==> src/rtl/ram_copy_dma.sv <==
// ram_copy_dma: block word-copy engine acting as initiator on the CPU data RAM port.
// Each word costs one read cycle followed by one write cycle. done pulses when
// the block has been copied.
module ram_copy_dma #(
  parameter int WIDTH = 32,
  parameter int LEN_W = 12
) (
  input  logic             clk,
  input  logic             nrst,
  input  logic             start,
  input  logic [WIDTH-1:0] src_addr,
  input  logic [WIDTH-1:0] dst_addr,
  input  logic [LEN_W-1:0] length,
  output logic             busy,
  output logic             done,
  output logic [WIDTH-1:0] mem_address,
  output logic [WIDTH-1:0] mem_wdata,
  output logic             mem_enw,
  input  logic [WIDTH-1:0] mem_rdata
);

  typedef enum logic [1:0] {
    IDLE  = 2'd0,
    READ  = 2'd1,
    WRITE = 2'd2,
    DONE  = 2'd3
  } state_t;

  state_t           state;
  state_t           state_next;
  logic [WIDTH-1:0] src_ptr;
  logic [WIDTH-1:0] dst_ptr;
  logic [WIDTH-1:0] buffer;
  logic [LEN_W-1:0] remaining;

  // State register.
  always_ff @(posedge clk or negedge nrst) begin
    if (!nrst) begin
      state <= IDLE;
    end else begin
      // NOTE: sequential state uses non-blocking assignments so that every flop
      // samples the pre-edge values, independent of process evaluation order.
      state <= state_next;
    end
  end

  // Next-state logic. start is only looked at in IDLE, so it is never queued.
  always_comb begin
    // NOTE: default first, so that every path assigns state_next and no latch is inferred.
    state_next = state;
    case (state)
      IDLE:    if (start) state_next = (length != '0) ? READ : DONE;
      READ:    state_next = WRITE;
      WRITE:   state_next = (remaining != LEN_W'(1)) ? READ : DONE;
      DONE:    state_next = IDLE;
      default: state_next = IDLE;
    endcase
  end

  // Datapath: capture the request, then advance the pointers and count words down.
  always_ff @(posedge clk or negedge nrst) begin
    if (!nrst) begin
      // NOTE: the data registers are cleared as well as the state. After a reset,
      // nothing left over from an aborted copy can reach the bus.
      src_ptr   <= '0;
      dst_ptr   <= '0;
      remaining <= '0;
      buffer    <= '0;
    end else begin
      case (state)
        IDLE: begin
          if (start) begin
            src_ptr   <= src_addr;
            dst_ptr   <= dst_addr;
            remaining <= length;
          end
        end
        READ: begin
          buffer  <= mem_rdata;
          src_ptr <= src_ptr + WIDTH'(1);
        end
        WRITE: begin
          dst_ptr   <= dst_ptr + WIDTH'(1);
          remaining <= remaining - LEN_W'(1);
        end
        default: ;
      endcase
    end
  end

  // Output decode. Uses registered state and pointers only; start has no path to any output.
  always_comb begin
    busy        = (state != IDLE);
    done        = (state == DONE);
    mem_address = '0;
    mem_wdata   = '0;
    mem_enw     = 1'b0;
    case (state)
      READ: begin
        mem_address = src_ptr;
      end
      WRITE: begin
        mem_address = dst_ptr;
        mem_wdata   = buffer;
        mem_enw     = 1'b1;
      end
      default: ;
    endcase
  end

endmodule

==> config.mk <==
export PLATFORM = sky130hd
export DESIGN_NAME = ram_copy_dma
export DESIGN_NICKNAME = d
export VERILOG_FILES = /design/src/rtl/ram_copy_dma.sv
export SDC_FILE = /design/constraint.sdc
export NUM_CORES = 1
export LEC_CHECK = 0
export BUFFER_PORTS_ARGS = -buffer_cell sky130_fd_sc_hd__buf_2
export CORE_MARGIN = 2
export CORE_UTILIZATION = 45
export CTS_BUF_LIST = sky130_fd_sc_hd__clkbuf_8 sky130_fd_sc_hd__clkbuf_16
export CTS_CLUSTER_SIZE = 8
export DETAILED_ROUTE_END_ITERATION = 16
export GPL_ROUTABILITY_DRIVEN = 1
export PLACE_DENSITY = 0.69
export SLEW_MARGIN = 25
export SYNTH_ARGS = -nofsm -noshare
export SYNTH_HDL_FRONTEND = slang
export SYNTH_SLANG_ARGS = --single-unit
==> constraint.sdc <==
create_clock -name clk -period 5.9 [get_ports clk]
set_clock_uncertainty 0.05 [all_clocks]
set_input_delay 0.295 -clock clk [delete_from_list [all_inputs] [get_ports clk]]
set_output_delay 0.295 -clock clk [all_outputs]
set_load 0.005 [all_outputs]
==> tab_implementation.tex <==
\begin{tabular}{lr}
\hline
Metric & Value \\
\hline
\multicolumn{2}{l}{\textbf{Global route}} \\
\quad Number of antenna violations at the first check in global routing & 1 \\
\quad Pin count of the biggest net entering global routing & 81 \\
\quad Overall global routing resource usage & 25.45\% \\
\quad Vias in the first global route & 6211 \\
\quad First-pass GRT wire length & 33.20 mm \\
\quad Total overflow reported by the global router & 0 \\
\multicolumn{2}{l}{\textbf{Logic synthesis}} \\
\quad Share of async-settable or async-resettable flops after synthesis & 100.0\% \\
\quad Number of synthesized flops with an enable pin & 0 \\
\quad Count of unique library cells instantiated by Yosys & 63 \\
\quad Synthesized area & 7000 um2 \\
\quad Most frequent cells after synthesis & 110 x dfrtp\_1, 88 x nand2\_1, 68 x a21oi\_1, 46 x clkbuf\_1, 46 x o21ai\_0 \\
\quad Yosys Warn Count & 0 \\
\quad Adder-cell share of the synthesized area & 1.430\% \\
\quad Share of the synthesized area in the top cell type & 39.32\% \\
\quad Register bit total from synthesis & 110 \\
\quad Share of synthesized cell area in and, or, nand and nor gates & 26.20\% \\
\quad Synth Net Count & 929 \\
\quad Fraction of synthesized cell area in xor and xnor cells & 0\% \\
\quad Combinational family with the most area after synthesis & simple AND/OR/NAND/NOR gates \\
\quad Sequential element share of the synthesized area & 39.32\% \\
\quad Top post-synthesis cells by area & dfrtp\_1 39\%, mux2\_2 5.5\%, a21oi\_1 4.9\% \\
\quad Avg Inst Size Synth & 8.643 um2 \\
\quad Fraction of synthesized area in multiplexers & 7.328\% \\
\quad Most common cell in the synthesized netlist & dfrtp\_1 \\
\quad Leading register cell type out of synthesis & dfrtp\_1 \\
\quad Synthesized-area fraction occupied by ao, oa, aoi and oai cells & 21.45\% \\
\quad Cell type contributing the most total cell area after synthesis & dfrtp\_1 \\
\quad Syn Inst Count & 810 \\
\multicolumn{2}{l}{\textbf{Floorplanning}} \\
\quad Floorplan die height & 128.7 um \\
\quad Die area & 16570 um2 \\
\quad Core area & 15200 um2 \\
\quad Initial core utilization & 46.05\% \\
\quad Count of pins on the block boundary & 178 \\
\quad Site row count & 45 \\
\quad Chip Width & 128.7 um \\
\multicolumn{2}{l}{\textbf{Worst setup path}} \\
\quad Req. time, crit path & 5560 ps \\
\quad Type of element launching the critical path & flop \\
\quad Setup Crit Path Kind & reg -> out \\
\quad Kind of end point of the critical path & output port \\
\quad Arrival time reported for the critical path endpoint & 2920 ps \\
\quad Critical path peak fanout & 75 \\
\multicolumn{2}{l}{\textbf{STA}} \\
\quad Final hold vios & 0 \\
\quad Max Clk Rate & 306.2 MHz \\
\quad Slew @ Worst Pin & 974.6 ps \\
\quad Setup repair after global routing missed its margin & false \\
\quad Final Cycle Share & 55.35\% \\
\quad Slew Limit Headroom & 34.43\% \\
\quad Final TNS setup & 0 ps \\
\quad Final setup viols & 0 \\
\quad Post-route minimum period & 3266 ps \\
\quad Number of max-slew violations in the final report & 0 \\
\quad Setup slack of the critical path after layout & 2634 ps \\
\multicolumn{2}{l}{\textbf{Clock network}} \\
\quad CTS H-tree depth & 3 \\
\quad Total CTS buffers & 9 \\
\quad CTS clk-pin slew, worst paths & 80 ps \\
\quad Library cell used as clock root buffer & clkbuf\_16 \\
\quad Latest clock arrival within the worst-skew pair & 370 ps \\
\quad Num Clock Sinks & 110 \\
\quad CTS tree & yes \\
\quad Clock Tree Buf Depth & 2 \\
\multicolumn{2}{l}{\textbf{Hold path}} \\
\quad Class of the worst hold path & in -> reg \\
\multicolumn{2}{l}{\textbf{Detailed routing}} \\
\quad Via total after detailed routing & 6817 \\
\quad Per-cell via count in the routed design & 5.975 \\
\quad DRT antenna net count & 0 \\
\quad Wire length after detailed routing & 20.96 mm \\
\quad Initial detailed-routing violation count & 615 \\
\quad Routed wirelength normalized by instance count & 18.37 um \\
\quad Number of iterations in the first detailed-routing pass & 5 \\
\quad Number of design rule violations left after detail routing & 0 \\
\multicolumn{2}{l}{\textbf{Final layout}} \\
\quad Fraction of layout cells with a size suffix above 1 & 26.58\% \\
\quad Layout area overhead & 18.73\% \\
\quad Final std cells w/o fill & 1141 \\
\quad Net count, final & 1066 \\
\multicolumn{2}{l}{\textbf{Run}} \\
\quad Max cap viols & 0 \\
\multicolumn{2}{l}{\textbf{Placement}} \\
\quad Post-Place Worst Slack & 2815 ps \\
\quad Total placed cells including tap cells & 1123 \\
\quad Placed wire-length estimate after detailed placement & 14.81 mm \\
\quad Routability congestion estimate & 0.8739 \\
\quad Number of port buffers & 177 \\
\multicolumn{2}{l}{\textbf{Power and ir drop}} \\
\quad Total Power & 4.685 mW \\
\quad Static Leakage & 3.609 nW \\
\quad Pwr/cell area & 563.6 nW/um2 \\
\quad Max rail drop VDD & 0.4712 mV \\
\multicolumn{2}{l}{\textbf{Outcome}} \\
\quad Outcome & finished, final reports clean \\
\hline
\end{tabular}
-- path summary, 6_finish.rpt --
path | from | to | slack (ps) | cells past startpoint
worst max-delay path | state[1] | mem_address[14] | 2630 | 6
worst min-delay path | dst_addr[23] | dst_ptr[23] | 90 | 2
worst max register to register | state[0] | dst_ptr[27] | 2780 | 7
worst min register to register | buffer[4] | buffer[4] | 450 | 1
max in group asynchronous | nrst | src_ptr[3] | 4080 | 3
min in group asynchronous | nrst | dst_ptr[29] | 440 | 2
-- through the flow --
step	area (um2)	util (%)	hold slack [ps]
after floorplan	7000	-	-50.59
after global placement	7994	52.58	308.7
after detailed placement	7994	52.58	310.9
after CTS	8309	54.66	90.23
after global routing	8309	54.66	98.00
final	8312	54.67	92.86
-- critical path: stages (launching register included) --
cell,delay (ps)
dfrtp_1,450
inv_1,140
ha_4,510
buf_4,680
nand2_1,150
a21boi_0,400
buf_2,200
-- state kept, by name, summed over array words and instances (netlist names) --
name / cells
buffer: 32
dst_ptr: 32
src_ptr: 32
remaining: 12
state: 2
-- what timing repair did --
action | 4_1_cts | 5_1_grt
hold endpoints to repair | 47 | 0
gates resized for setup | 0 | 0
hold buffers | 1 | 0
setup buffers | 0 | 0
-- routing by layer --
| layer | GRT usage (%) | up-vias | wire [um] |
|---|---|---|---|
| met3 | 4.906 | 27 | 1413 |
| met2 | 40.93 | 267 | 9832 |
| met4 | 6.777 | 0 | 347 |
| met1 | 35.38 | 3218 | 9369 |
| li1 | - | 3305 | - |
| met5 | 0 | - | 0 |
-- where the power goes --
part	internal [mW]	switching [mW]
sequential	1.15	0.506
combinational	1.03	1.35
clock	0.335	0.315
-- cell type report --
cell class              count  area [um2]
fillers                  1430        6890
multi-input cells         622        3994
flip-flops and latches    110        2753
repair buffers            185       950.9
well taps                 188       235.2
clock buffers               9       225.2
clock inverters             7       80.08
inverters                  19       71.32
diodes                      1       2.502
-- logic make-up after synthesis --
group | count (synthesis)
simple gates | 330
flops | 110
buf+inv | 78
mux | 47
fa+ha+maj | 8
compound gates | 237
-- placed cells by master (no fill, tap or decap), types with 9 or more instances in the layout --
cell type  Yosys  final
a21boi_0      20     19
a21oi_1       68     68
a22oi_1       17     17
a31oi_1       10     10
and2_1        36     36
and3_1        22     22
buf_2          5    176
clkbuf_16      0      9
dfrtp_1      110    110
inv_1         19     19
mux2_2        34     34
mux2i_1       13     11
nand2_1       88     88
nand3_1       41     41
nand4_1       29     29
nor2_1        32     32
nor2b_1       14     14
nor3_1        13     13
nor4_1        11     11
o211ai_1       9      9
o21ai_0       46     46
o22ai_1       25     25
or4_1          9      9
(Power assumes the default switching activity.)
